[config.mk]
export PLATFORM = sky130hd
export DESIGN_NAME = toplevel_bus
export DESIGN_NICKNAME = d
export VERILOG_FILES = /design/src/rtl/toplevel_bus.sv
export SDC_FILE = /design/constraint.sdc
export NUM_CORES = 1
export LEC_CHECK = 0
export BUFFER_PORTS_ARGS = -buffer_cell sky130_fd_sc_hd__buf_2
export CAP_MARGIN = 20
export CORE_MARGIN = 3
export CORE_UTILIZATION = 30
export CTS_BUF_LIST = sky130_fd_sc_hd__clkbuf_4 sky130_fd_sc_hd__clkbuf_8 sky130_fd_sc_hd__clkbuf_16
export CTS_CLUSTER_DIAMETER = 40
export DETAILED_ROUTE_END_ITERATION = 10
export PLACE_DENSITY = 0.55
export SLEW_MARGIN = 40
export SYNTH_ARGS = -nofsm -noshare
export SYNTH_HDL_FRONTEND = slang
export SYNTH_SLANG_ARGS = --single-unit
[constraint.sdc]
create_clock -name i_clk -period 4.3 [get_ports i_clk]
set_input_delay 0 -clock i_clk [delete_from_list [all_inputs] [get_ports i_clk]]
set_output_delay 0 -clock i_clk [all_outputs]
set_load 0.01 [all_outputs]
[src/rtl/toplevel_bus.sv]
// Byte-stream request/response bridge executing byte-wide Wishbone cycles on an internal 16x32 register bank.
// Build option: define TOPLEVELBUS_BUSERR_EN to return Wishbone err for addresses >= 0x40 instead of aliasing.
module toplevel_bus (
    input  logic       i_clk,
    input  logic       i_reset,
    input  logic [7:0] i_axis_tdata,
    input  logic       i_axis_tkeep,
    input  logic       i_axis_tvalid,
    output logic       i_axis_tready,
    input  logic       i_axis_tlast,
    input  logic       i_axis_tuser,
    output logic [7:0] o_axis_tdata,
    output logic       o_axis_tkeep,
    output logic       o_axis_tvalid,
    input  logic       o_axis_tready,
    output logic       o_axis_tlast,
    output logic       o_axis_tuser
);
    localparam logic [7:0] TYPE_RD     = 8'hA1;
    localparam logic [7:0] TYPE_WR     = 8'hA2;
    localparam logic [7:0] TYPE_RD_RSP = 8'hA3;
    localparam logic [7:0] TYPE_WR_RSP = 8'hA4;

    typedef enum logic [2:0] {S_IDLE, S_HEADER, S_WRITE, S_READ, S_DRAIN, S_RESP} state_t;
    state_t state_reg, state_next;

    logic        ready_en_reg, is_write_reg, drop_reg, err_seen_reg;
    logic [2:0]  hdr_cnt_reg;
    logic [39:0] hdr_reg;
    logic [31:0] addr_reg, cur_addr_reg;
    logic [15:0] count_reg, wr_cnt_reg, fetch_cnt_reg;
    logic [16:0] out_idx_reg;
    logic        hold_valid_reg;
    logic [7:0]  hold_data_reg;
    logic [1:0]  rd_lane_reg;

    logic        wb_ack_reg, wb_err_reg, wb_we_reg;
    logic [31:0] wb_dat_r_reg;
    logic [511:0] bank_flat;

    logic        accept, type_ok, wb_busy, rd_ack, rd_avail;
    logic        stb_wr, stb_rd, wb_stb, wb_we, in_range;
    logic [3:0]  wb_sel, wb_idx;
    logic [31:0] wb_dat_w;
    logic [15:0] hdr_count, resp_count;
    logic [16:0] total;
    logic        is_hdr_byte, out_valid, out_last, out_fire, data_fire;
    logic [7:0]  hdr_byte, wb_lane_byte, rd_byte;
    logic        unused_bits;

    assign accept       = i_axis_tvalid && i_axis_tready;
    assign type_ok      = (i_axis_tdata == TYPE_RD) || (i_axis_tdata == TYPE_WR);
    assign hdr_count    = {hdr_reg[7:0], i_axis_tdata};
    assign wb_busy      = wb_ack_reg || wb_err_reg;
    assign rd_ack       = wb_busy && !wb_we_reg;
    assign rd_avail     = hold_valid_reg || rd_ack;
    assign wb_lane_byte = wb_dat_r_reg[{rd_lane_reg, 3'b000} +: 8];
    assign rd_byte      = hold_valid_reg ? hold_data_reg : wb_lane_byte;
    assign resp_count   = is_write_reg ? wr_cnt_reg : count_reg;
    assign total        = 17'd7 + (is_write_reg ? 17'd0 : {1'b0, count_reg});
    assign is_hdr_byte  = out_idx_reg < 17'd7;
    assign out_last     = out_idx_reg == (total - 17'd1);
    assign out_fire     = out_valid && o_axis_tready;
    assign data_fire    = out_fire && !is_hdr_byte;

    // Write strobe rides on the accepted data beat; the slave acks on the next cycle.
    assign stb_wr   = (state_reg == S_WRITE) && accept && !i_axis_tuser;
    // Read fetches run ahead of the output (prefetch during the header) one byte at a time.
    assign stb_rd   = (state_reg == S_RESP) && !is_write_reg && (fetch_cnt_reg < count_reg)
                      && !rd_avail && !wb_busy;
    assign wb_stb   = stb_wr || stb_rd;
    assign wb_we    = stb_wr;
    assign wb_sel   = 4'b0001 << cur_addr_reg[1:0];
    assign wb_dat_w = {4{i_axis_tdata}};
    assign wb_idx   = cur_addr_reg[5:2];
`ifdef TOPLEVELBUS_BUSERR_EN
    assign in_range = (cur_addr_reg[31:6] == 26'd0);
`else
    assign in_range = 1'b1;
`endif
    assign unused_bits = ^{i_axis_tkeep, cur_addr_reg[31:6]};

    always_ff @(posedge i_clk or negedge i_reset) begin
        if (!i_reset) state_reg <= S_IDLE;
        else          state_reg <= state_next;
    end

    always_comb begin
        state_next = state_reg;
        case (state_reg)
            S_IDLE: if (accept) begin
                if (i_axis_tuser || !type_ok) state_next = i_axis_tlast ? S_IDLE : S_DRAIN;
                else                          state_next = i_axis_tlast ? S_IDLE : S_HEADER;
            end
            S_HEADER: if (accept) begin
                if (i_axis_tuser)                    state_next = i_axis_tlast ? S_IDLE : S_DRAIN;
                else if (hdr_cnt_reg != 3'd5)        state_next = i_axis_tlast ? S_IDLE : S_HEADER;
                else if (i_axis_tlast)               state_next = S_RESP;
                else if (!is_write_reg)              state_next = S_READ;
                else                                 state_next = (hdr_count == 16'd0) ? S_DRAIN : S_WRITE;
            end
            S_WRITE: if (accept) begin
                if (i_axis_tuser)                          state_next = i_axis_tlast ? S_IDLE : S_DRAIN;
                else if (i_axis_tlast)                     state_next = S_RESP;
                else if (wr_cnt_reg + 16'd1 == count_reg)  state_next = S_DRAIN;
            end
            S_READ:  state_next = S_DRAIN;
            S_DRAIN: if (accept && i_axis_tlast)
                state_next = (drop_reg || i_axis_tuser) ? S_IDLE : S_RESP;
            S_RESP:  if (out_fire && out_last) state_next = S_IDLE;
            default: state_next = S_IDLE;
        endcase
    end

    always_comb begin
        i_axis_tready = 1'b0;
        out_valid     = 1'b0;
        case (state_reg)
            S_IDLE, S_HEADER, S_DRAIN: i_axis_tready = ready_en_reg;
            S_WRITE:                   i_axis_tready = ready_en_reg && !wb_busy;
            S_RESP:                    out_valid = is_hdr_byte || rd_avail;
            default: ;
        endcase
    end

    always_comb begin
        case (out_idx_reg[2:0])
            3'd0:    hdr_byte = is_write_reg ? TYPE_WR_RSP : TYPE_RD_RSP;
            3'd1:    hdr_byte = addr_reg[31:24];
            3'd2:    hdr_byte = addr_reg[23:16];
            3'd3:    hdr_byte = addr_reg[15:8];
            3'd4:    hdr_byte = addr_reg[7:0];
            3'd5:    hdr_byte = resp_count[15:8];
            default: hdr_byte = resp_count[7:0];
        endcase
    end

    assign o_axis_tkeep  = 1'b1;
    assign o_axis_tvalid = out_valid;
    assign o_axis_tdata  = out_valid ? (is_hdr_byte ? hdr_byte : rd_byte) : 8'h00;
    assign o_axis_tlast  = out_valid && out_last;
`ifdef TOPLEVELBUS_BUSERR_EN
    assign o_axis_tuser  = out_valid && out_last && (err_seen_reg || (rd_ack && wb_err_reg));
`else
    assign o_axis_tuser  = 1'b0;
`endif

    always_ff @(posedge i_clk or negedge i_reset) begin
        if (!i_reset) begin
            ready_en_reg   <= 1'b0;
            is_write_reg   <= 1'b0;
            drop_reg       <= 1'b0;
            err_seen_reg   <= 1'b0;
            hdr_cnt_reg    <= '0;
            hdr_reg        <= '0;
            addr_reg       <= '0;
            cur_addr_reg   <= '0;
            count_reg      <= '0;
            wr_cnt_reg     <= '0;
            fetch_cnt_reg  <= '0;
            out_idx_reg    <= '0;
            hold_valid_reg <= 1'b0;
            hold_data_reg  <= '0;
            rd_lane_reg    <= '0;
        end else begin
            ready_en_reg <= 1'b1;
            if (accept && state_reg == S_IDLE) begin
                is_write_reg  <= (i_axis_tdata == TYPE_WR);
                drop_reg      <= i_axis_tuser || !type_ok;
                hdr_cnt_reg   <= '0;
                wr_cnt_reg    <= '0;
                fetch_cnt_reg <= '0;
                out_idx_reg   <= '0;
                err_seen_reg  <= 1'b0;
            end else if (accept && i_axis_tuser) begin
                drop_reg <= 1'b1;
            end
            if (accept && state_reg == S_HEADER) begin
                hdr_reg     <= {hdr_reg[31:0], i_axis_tdata};
                hdr_cnt_reg <= hdr_cnt_reg + 3'd1;
                if (hdr_cnt_reg == 3'd5) begin
                    addr_reg     <= hdr_reg[39:8];
                    cur_addr_reg <= hdr_reg[39:8];
                    count_reg    <= hdr_count;
                end
            end
            if (wb_stb) cur_addr_reg <= cur_addr_reg + 32'd1;
            if (stb_wr) wr_cnt_reg <= wr_cnt_reg + 16'd1;
            if (stb_rd) begin
                fetch_cnt_reg <= fetch_cnt_reg + 16'd1;
                rd_lane_reg   <= cur_addr_reg[1:0];
            end
            if (wb_err_reg) err_seen_reg <= 1'b1;
            // Park a fetched byte until the sink takes it so the output stays stable under backpressure.
            if (rd_ack) hold_data_reg <= wb_lane_byte;
            hold_valid_reg <= rd_avail && !data_fire;
            if (out_fire) out_idx_reg <= out_idx_reg + 17'd1;
        end
    end

    always_ff @(posedge i_clk or negedge i_reset) begin
        if (!i_reset) begin
            wb_ack_reg   <= 1'b0;
            wb_err_reg   <= 1'b0;
            wb_we_reg    <= 1'b0;
            wb_dat_r_reg <= '0;
        end else begin
            wb_ack_reg <= wb_stb && in_range;
            wb_err_reg <= wb_stb && !in_range;
            wb_we_reg  <= wb_we;
            if (wb_stb && !wb_we)
                wb_dat_r_reg <= in_range ? bank_flat[{wb_idx, 5'b00000} +: 32] : 32'd0;
        end
    end

    genvar gi;
    generate
        for (gi = 0; gi < 16; gi++) begin : g_word
            logic [31:0] word_reg;
            always_ff @(posedge i_clk or negedge i_reset) begin
                if (!i_reset) begin
                    word_reg <= '0;
                end else if (wb_stb && wb_we && in_range && wb_idx == 4'(gi)) begin
                    for (int ln = 0; ln < 4; ln++)
                        if (wb_sel[ln]) word_reg[8*ln +: 8] <= wb_dat_w[8*ln +: 8];
                end
            end
            assign bank_flat[32*gi +: 32] = word_reg;
        end
    endgenerate
endmodule

==> out/results.tsv, run 1 <==
metric	value	unit
Die H	344.5	um
relative slew slack	42.78	%
DR WL/cell	20.71	um
placed insts	4092	
Initial Util	30.38	%
CTS tree	done	
Synth Instances	2709	
top cells by area, synth	dfrtp_1 (52%), mux2_2 (13%), mux4_2 (11%)	
row count	123	
Area growth syn-to-layout	17.80	%
antenna-violating nets left	0	
Detail Route met2 WL	40950	um
Final #Nets	2766	
H-tree levels	3	
crit-path max FO	21	
drt total wl	89360	um
Crit Reg-Reg Endpoint	g_word[10].word_reg[12]$_DFFE_PN0P_	
antenna cells	0	
CTS clock-pin slew for the worst setup and hold paths	60	ps
EDFF count, synth	0	
Die W	344.5	um
Worst Tran Pin Value	855.1	ps
synthesized cell area	34370	um2
#FFs+latches synth	709	
Via Count	21960	
cell taking the most area after synthesis	dfrtp_1	
Setup Skew	31.51	ps
Slowest-stage cell, CP	or4b_1	
fillers	10990	
Detailed Place HPWL	56920	um
total CTS buffers	107	
Most used DFF post-synth	dfrtp_1	
Crit. path cell count	10	
worst path cell trace	buf_4 > nand2b_1 > ha_1 > nand3b_1 > nor3_1 > mux2i_1 > xnor2_1 > or4b_1 > nor4_1 > buf_2	
FF-to-FF setup slack	690	ps
pin count of the biggest net entering global routing	125	
wire length on met1	42250	um
crit path DAT	3810	ps
top cell types by occurrence after synthesis	dfrtp_1 (709), nand2_1 (434), mux2_2 (410)	
initial antenna violation count	2	
Largest register FFs	512	
Setup crit start kind	flop	
final non-filler cell total	4314	
Top Ports	28	
global-route wire length before repair	139700	um
most numerous cell in the Yosys netlist	dfrtp_1	
layout cell share with drive strength beyond 1	33.51	%
Residual DRC	0	
CTS root buffer	clkbuf_16	
max-slew violations	0	
Seq/Total Area, Yosys	51.63	%
total track usage	15.21	%
CP bufs+invs	2	
Hold Path Class	in -> reg	
Post-CTS Resized	0	
RePlAce Congestion	0.8638	
CP Capture Type	output port	
Worst Setup SP	is_write_reg$_DFFE_PN0P_	
highest routed layer	met4	
hold depth	4	
metal3 WL	4534	um
Clock Latency Late Sink	690	ps
CTS max path bufs	3	
post-synth top area share	51.63	%
Synth cell types	78	
Power Density	420.9	nW/um2
Achievable Freq	262.1	MHz
CTS Hold Bufs	15	
final hold violations	0	
Vias/cell	5.090	
Critical R2R Launch	state_reg[0]$_DFFE_PN0P_	
worst setup path end	o_axis_tlast	
data required time of the critical path	4300	ps
WS Path Type	reg -> out	
Final setup viols	0	
Leak Pwr	0.01910	uW
post-CTS setup buffers	0	
I/O Buffers	24	
Core ar.	113100	um2
die area	118600	um2
MaxCap Viol Count	0	
RSZ-0062 raised after global routing	false	
status	completed	
synth warn	0	
initial drt markers	1684	
clock sink total	709	
Final period util	88.71	%
R2R depth	9	
syn avg cell area	12.69	um2
Setup TNS	0	ps
vias in the first global route	22110	
async set-reset flop share out of synthesis	100.0	%
peak supply drop	0.0003180	V
fin crit period	3815	ps
drt pass-1 iters	5	
CP delay by family, top	simple AND/OR/NAND/NOR gates	
gr ovfl total	0	
slowest stage delay, CP	480	ps
==> logic make-up after synthesis <==
kind of cell	synth area share, %
flip-flops	51.63
other	0.02185
AO/OA/AOI/OAI	4.904
adder cells (fa/ha/maj)	1.056
XOR/XNOR	1.034
buffers and inverters	2.752
multiplexers	27.71
AND/OR/NAND/NOR	10.89
==> per-stage QoR <==
stage / hold WS, ps / cell area (um2) / util, % / setup slack, ps / power [uW]
floorplan: -295.6 / 34370 / - / 798.9 / 7203
global placement: 120.9 / 36110 / 31.93 / 732.9 / 7526
detailed placement: -83.76 / 36200 / 32.00 / 687.6 / 7531
CTS: 29.19 / 40390 / 35.71 / 494.4 / 17240
global route: 400.1 / 40480 / 35.79 / 236.9 / 17620
finish: 364.6 / 40480 / 35.79 / 485.4 / 17040
==> placed cells by master, fill, tap and decap left out, types with 13 or more instances in the layout <==
cell and count:
a211oi_1 13, a21oi_1 46, a31oi_1 13, and3_1 19
buf_12 14, buf_2 21, buf_4 45, bufinv_16 23
clkbuf_16 107, clkinv_2 20, dfrtp_1 705, dlygate4sd3_1 18
ha_1 29, inv_1 31, mux2_1 81, mux2_2 410
mux2i_1 21, mux4_2 168, nand2_1 434, nand2b_1 16
nand3_1 45, nand3_4 18, nand4_1 18, nor2_1 60
nor2_2 26, nor3_1 13, nor4_1 13, o21ai_0 136
o31ai_1 16, xnor2_1 27
==> report_power, final <==
part	internal [uW]	switching (uW)
clock network	6220	3390
registers	6740	87.7
logic	166	437
total	13100	3920
==> final cells by class <==
class | count | area (um2) | area share [%]
Multi-Input combinational cell | 1769 | 15730 | 38.86
Clock inverter | 75 | 1156 | 2.856
Sequential cell | 709 | 17750 | 43.85
Inverter | 33 | 123.9 | 0.3060
Clock buffer | 126 | 2877 | 7.105
Tap cell | 1500 | 1877 | 4.636
Timing Repair Buffer | 102 | 968.4 | 2.392
==> worst register-to-register path: cells and delay by family, from the launching register on <==
kind / cells / cell delay [ps]
AOI/OAI and AO/OA: 1 / 190
buffers and inverters: 2 / 700
muxes: 1 / 450
DFF: 1 / 550
and+or+nand+nor: 5 / 1620
==> metal layers <==
layer	vias up	track usage [%]
li1	9828	-
met2	487	23.53
met5	-	0
met4	0	3.457
met3	123	2.864
met1	11520	22.08
==> how the worst min path moves through the flow <==
stage,startpoint,slack [ps],end
after global routing,i_axis_tuser,400,state_reg[0]$_DFFE_PN0P_
after global placement,i_reset,120,out_idx_reg[16]$_DFFE_PN0P_
after detailed placement,i_reset,-80,out_idx_reg[16]$_DFFE_PN0P_
after CTS,i_axis_tdata[4],30,hdr_reg[4]$_DFFE_PN0P_
final,i_axis_tvalid,360,hdr_cnt_reg[1]$_DFFE_PN0P_
after floorplan,i_reset,-300,addr_reg[0]$_DFFE_PN0P_
No activity file was read; power rests on OpenSTA's default activity.
==> run 2: changes to the inputs <==
- CAP_MARGIN: 20 -> 10
- CORE_UTILIZATION: 30 -> 35
- PLACE_DENSITY: 0.55 -> 0.6
==> run 2 against run 1 <==
- the flow now finishes with violations (hold timing)
- clock power shrank 11%
- hold slack got worse by 370 ps
- sequential power is essentially flat
- clock-buffer cell count is 5 lower
- via count is 0.41% lower
- first-iteration DRC count up 3.6%
- critical path type unchanged
==> out/results.tsv, run 2 (synthesis gave the netlist of run 1 again) <==
metric	value	unit	change
status	finished with violations		
failing checks	hold timing		
Clock Latency Late Sink	690	ps	about the same
Vias/cell	5.387		+5.8%
Initial Util	35.43	%	+5.0 points
row count	114		-7.3%
layout cell share with drive strength beyond 1	32.82	%	-0.69 points
worst hold slack	-8.249	ps	-372.8 ps
Final period util	87.74	%	-0.97 points
I/O Buffers	24		unchanged
fin crit period	3773	ps	-41.68 ps
total CTS buffers	99		-7.5%
RSZ-0062 raised after global routing	false		
WS Path Type	reg -> out		
total power	16000	uW	-6.1%
Via Count	21870		-0.41%
Crit Reg-Reg Endpoint	g_word[14].word_reg[13]$_DFFE_PN0P_		
global-route wire length before repair	136800	um	-2.1%
crit path DAT	3770	ps	-40 ps
die area	102000	um2	-14%
max-slew violations	0		unchanged
CTS max path bufs	3		unchanged
crit-path max FO	9		-57%
Final setup viols	0		unchanged
Achievable Freq	265.0	MHz	+1.1%
Detailed Place HPWL	53620	um	-5.8%
vias in the first global route	22090		-0.11%
Critical R2R Launch	state_reg[0]$_DFFE_PN0P_		
gr ovfl total	0		unchanged
clock sink total	709		unchanged
FF-to-FF setup slack	630	ps	-60 ps
H-tree levels	3		unchanged
Power Density	404.9	nW/um2	-3.8%
Die W	319.4	um	-7.3%
worst path cell trace	nand2b_1 > ha_1 > nand3b_1 > nor3_1 > mux2i_1 > xnor2_1 > or4b_1 > nor4_1 > buf_2		
CTS root buffer	clkbuf_16		
CTS clock-pin slew for the worst setup and hold paths	50	ps	about the same
Setup crit start kind	flop		
commonest non-fill, non-tap cell in the layout	dfrtp_1		
Residual DRC	0		unchanged
Area growth syn-to-layout	15.00	%	
data required time of the critical path	4300	ps	about the same
worst hold start	i_axis_tdata[6]		
final hold violations	1		+1
peak supply drop	0.0003547	V	+12%
Die H	319.4	um	-7.3%
drt total wl	86030	um	-3.7%
initial drt markers	1745		+3.6%
Worst Tran Pin Value	870.7	ps	+15.65 ps
CP Capture Type	output port		
post-CTS setup buffers	0		unchanged
initial antenna violation count	0		-2
MaxCap Viol Count	0		unchanged
pin count of the biggest net entering global routing	122		-2.4%
Setup TNS	0	ps	unchanged
most frequent cells in the layout	dfrtp_1 (705), nand2_1 (434), mux2_2 (410)		
total track usage	17.10	%	+1.9 points
relative slew slack	41.74	%	-1.0 points
antenna-violating nets left	0		unchanged
RePlAce Congestion	0.8643		about the same
DR WL/cell	21.19	um	+2.3%
Setup Skew	49.21	ps	+17.70 ps
Final #Nets	2742		-0.87%
Largest register FFs	512		unchanged
R2R depth	10		+1
Hold EP	hdr_reg[6]$_DFFE_PN0P_		
Leak Pwr	0.01878	uW	-1.7%
slowest stage delay, CP	470	ps	about the same
Hold Path Class	in -> reg		
Slowest-stage cell, CP	dfrtp_1		
CTS tree	done		
final core utilization	40.74	%	+5.0 points
Top Ports	28		unchanged
hold depth	4		unchanged
Core ar.	96990	um2	-14%
drt pass-1 iters	7		+2
run 2: changes by cell type in the layout (fill, tap and decap cells not counted), moves of 5 or more:
| cell | previous run | this run |
|---|---|---|
| bufinv_16 | 23 | 12 |
| clkinv_2 | 20 | 14 |
| buf_12 | 14 | 8 |
| inv_6 | 7 | 12 |
| buf_4 | 45 | 34 |
| clkbuf_16 | 107 | 100 |
run 2: worst max-delay path, delay by kind of cell (launching register included):
| family | cells | cell delay [ps] |
|---|---|---|
| fa+ha+maj | 1 | 260 |
| simple gates | 5 | 1770 |
| xor+xnor | 1 | 120 |
| buf+inv | 1 | 210 |
| flops | 1 | 470 |
| mux | 1 | 270 |
run 2: repair_timing:
action,4_1_cts,5_1_grt
hold buffers,16,1
endpoints found under the hold margin,278,1
gates resized for setup,0,0
run 2: worst max-delay path by stage:
stage                                  start                             endpoint  slack (ps)
finish              is_write_reg$_DFFE_PN0P_                         o_axis_tlast         530
global placement    state_reg[2]$_DFFE_PN0P_  g_word[14].word_reg[18]$_DFFE_PN0P_         700
CTS                 is_write_reg$_DFFE_PN0P_                         o_axis_tlast         540
detailed placement  state_reg[2]$_DFFE_PN0P_  g_word[14].word_reg[11]$_DFFE_PN0P_         670
global route        is_write_reg$_DFFE_PN0P_                         o_axis_tlast         310
floorplan           is_write_reg$_DFFE_PN0P_             state_reg[0]$_DFFE_PN0P_         800
run 2: metrics by stage:
step | std cells | hold slack (ps) | area [um2] | setup slack [ps]
finish | 4059 | -8.249 | 39520 | 527.1
global route | 4058 | 20.08 | 39520 | 314.0
CTS | 4056 | 28.80 | 39470 | 537.9
detailed placement | 3855 | 86.25 | 35760 | 668.4
global placement | 3855 | 90.13 | 35730 | 698.7
floorplan | 2710 | -295.6 | 34370 | 798.9
run 2: cell type report:
cell class	instances	area [um2]
Fill cell	9114	57470
Sequential cell	709	17750
Multi-Input combinational cell	1769	15740
Clock buffer	121	2716
Tap cell	1276	1597
Clock inverter	64	822.0
Timing Repair Buffer	86	767.0
Inverter	33	123.9
Antenna cell	1	2.502
run 2: where the power goes:
| group | switching, uW | leakage (uW) | internal (uW) |
|---|---|---|---|
| Sequential | 94.4 | 0.00980 | 6740 |
| Clock | 3280 | 0.00174 | 5310 |
| Combinational | 428 | 0.00724 | 160 |
run 2: layer usage:
metal / vias to the layer above / track usage [%] / wire (um)
li1: 9791 / - / -
met1: 11450 / 24.94 / 40100
met2: 492 / 26.15 / 39510
met3: 136 / 3.002 / 4255
met4: 0 / 5.052 / 2162
met5: - / 0 / 0
==> run 3: changes to the inputs <==
- CELL_PAD_IN_SITES_DETAIL_PLACEMENT: not set -> 0
- CELL_PAD_IN_SITES_GLOBAL_PLACEMENT: not set -> 1
- PLACE_DENSITY: 0.6 -> 0.68
==> run 3 against run 2 <==
- final cell count grew 0.86%
- largest cell class unchanged
- sequential power barely moved
- the flow now finishes without violations
- register-to-register slack better by 120 ps
- maximum frequency fell by 1.2%
==> out/results.tsv, run 3 (synthesis gave the netlist of run 1 again) <==
metric	value	unit	change
Slowest-stage cell, CP	or4b_1		
CTS tree	done		
Residual DRC	0		unchanged
total track usage	17.81	%	+0.71 points
Pint	13400	uW	+9.8%
Top Ports	28		unchanged
Area growth syn-to-layout	17.08	%	
Setup Skew	39.54	ps	-9.662 ps
worst path cell trace	or4_1 > nor2_2 > nand4_4 > buf_4 > a21o_1 > or4b_1 > nor4_1 > buf_2		
fillers	8960		-1.7%
post-CTS setup buffers	0		unchanged
Detailed Place HPWL	58080	um	+8.3%
total power	17310	uW	+8.2%
Achievable Freq	261.9	MHz	-1.2%
drt pass-1 iters	5		-2
fin crit period	3818	ps	+45.02 ps
switching share of power	22.59	%	-1.2 points
row count	114		unchanged
RSZ-0062 raised after global routing	false		
Clock Latency Late Sink	680	ps	about the same
Worst Tran Pin Value	843.2	ps	-27.56 ps
global-route wire length before repair	142300	um	+4.0%
Hold EP	count_reg[1]$_DFFE_PN0P_		
sequential share of power	39.5	%	-3.2 points
commonest non-fill, non-tap cell in the layout	dfrtp_1		
CP delay by family, top	simple AND/OR/NAND/NOR gates		
initial drt markers	1421		-19%
Setup crit start kind	flop		
initial antenna violation count	0		unchanged
layout cell share with drive strength beyond 1	33.53	%	+0.72 points
Crit Reg-Reg Endpoint	g_word[3].word_reg[28]$_DFFE_PN0P_		
FF-to-FF setup slack	750	ps	+120 ps
Setup TNS	0	ps	unchanged
H-tree levels	3		unchanged
MaxCap Viol Count	0		unchanged
clock sink total	709		unchanged
R2R depth	8		-2
antenna-violating nets left	0		unchanged
die area	102000	um2	unchanged
Core ar.	96990	um2	unchanged
Die H	319.4	um	unchanged
max-slew violations	0		unchanged
CP Capture Type	output port		
total CTS buffers	109		+10%
Leak Pwr	0.01911	uW	+1.7%
Final period util	88.79	%	+1.0 points
Final #Nets	2765		+0.84%
Power Density	430.2	nW/um2	+6.2%
Die W	319.4	um	unchanged
crit-path max FO	18		+9
RePlAce Congestion	0.8459		-2.1%
Comb pwr share	3.4	%	-0.3 points
CP bufs+invs	2		+1
most frequent cells in the layout	dfrtp_1 (705), nand2_1 (434), mux2_2 (410)		
Clock power frac	57.1	%	+3.5 points
data required time of the critical path	4300	ps	about the same
peak supply drop	0.0003972	V	+12%
pin count of the biggest net entering global routing	125		+2.5%
Initial Util	35.43	%	unchanged
CTS max path bufs	3		unchanged
drt total wl	89790	um	+4.4%
Vias/cell	5.392		about the same
WS Path Type	reg -> out		
CTS root buffer	clkbuf_16		
worst hold start	i_axis_tdata[1]		
hold depth	4		unchanged
Psw	3910	uW	+2.9%
I/O Buffers	24		unchanged
vias in the first global route	23170		+4.9%
status	completed		
relative slew slack	43.58	%	+1.8 points
CTS clock-pin slew for the worst setup and hold paths	50	ps	about the same
Largest register FFs	512		unchanged
crit path DAT	3820	ps	+50 ps
DR WL/cell	21.93	um	+3.5%
Hold Path Class	in -> reg		
gr ovfl total	0		unchanged
Critical R2R Launch	state_reg[0]$_DFFE_PN0P_		
slowest stage delay, CP	600	ps	+130 ps
final hold violations	0		-1
Final setup viols	0		unchanged
Via Count	22070		+0.95%
-- run 3: changes by cell type in the layout (fill, tap and decap cells not counted), moves of 2 or more --
cell / change
clkinv_4: +5
clkinv_2: -4
inv_8: -2
clkinvlp_4: +7
dlygate4sd3_1: +2
inv_16: -2
bufinv_16: +13
inv_6: -6
clkbuf_4: -4
clkbuf_16: +11
buf_4: +12
clkinv_16: +2
diode_2: +2
-- run 3: area by class of cell --
| type | count | area (um2) | area share (%) |
|---|---|---|---|
| Clock buffer | 129 | 2975 | 7.395 |
| Multi-Input combinational cell | 1769 | 15720 | 39.07 |
| Sequential cell | 709 | 17750 | 44.12 |
| Inverter | 33 | 123.9 | 0.3079 |
| Tap cell | 1276 | 1597 | 3.968 |
| Timing Repair Buffer | 99 | 840.8 | 2.090 |
| Antenna cell | 3 | 7.507 | 0.01866 |
| Clock inverter | 76 | 1217 | 3.026 |
-- run 3: through the flow --
stage          util (%)  hold slack, ps  instances  setup WS, ps  area, um2
4_1_cts           41.38           6.848       4085         372.7      40140
5_1_grt           41.47           328.3       4091         195.7      40230
3_3_place_gp      36.90           68.15       3866         774.8      35790
2_1_floorplan         -          -295.6       2710         798.9      34370
6_report          41.48           299.0       4094         482.0      40230
3_5_place_dp      36.91           70.73       3866         771.8      35800
-- run 3: per-layer routing --
metal	wire [um]	share of wire, %	vias to the layer above	global-route usage, %
met2	41760	47	475	28.09
met3	3958	4.4	133	3.186
met4	2212	2.5	0	4.847
met1	41860	47	11660	25.36
met5	0	0	-	0
li1	-	-	9808	-
-- run 3: timing repair --
action	in CTS	in global routing
hold buffers	14	5
hold endpoints to repair	149	7
gates resized for setup	0	0
endpoints found under the setup margin	0	0
-- run 3: how the worst max path moves through the flow --
| stage | startpoint | end | slack, ps | depth (start not counted) |
|---|---|---|---|---|
| 2_1_floorplan | is_write_reg$_DFFE_PN0P_ | state_reg[0]$_DFFE_PN0P_ | 800 | 14 |
| 3_3_place_gp | count_reg[5]$_DFFE_PN0P_ | fetch_cnt_reg[14]$_DFFE_PN0P_ | 770 | 9 |
| 3_5_place_dp | state_reg[0]$_DFFE_PN0P_ | g_word[3].word_reg[29]$_DFFE_PN0P_ | 770 | 8 |
| 4_1_cts | out_idx_reg[3]$_DFFE_PN0P_ | o_axis_tlast | 370 | 8 |
| 5_1_grt | is_write_reg$_DFFE_PN0P_ | o_axis_tlast | 200 | 10 |
| 6_report | out_idx_reg[3]$_DFFE_PN0P_ | o_axis_tlast | 480 | 8 |
-- run 3: power by group through the flow --
| stage | clock [uW] | sequential (uW) | combinational, uW |
|---|---|---|---|
| after floorplan | 0 | 6900 | 305 |
| after global placement | 0 | 6940 | 556 |
| after detailed placement | 0 | 6940 | 576 |
| after CTS | 10100 | 6830 | 590 |
| after global routing | 10400 | 6840 | 654 |
| final | 9890 | 6830 | 588 |
-- run 3: worst reg2reg max path, cell delays in order, from the launching register on --
cell	delay [ps]
dfrtp_1	560
nor3_2	230
o21a_2	190
nand2_2	130
or3_1	620
or3_2	540
buf_4	260
nor2_2	490
mux2_2	400
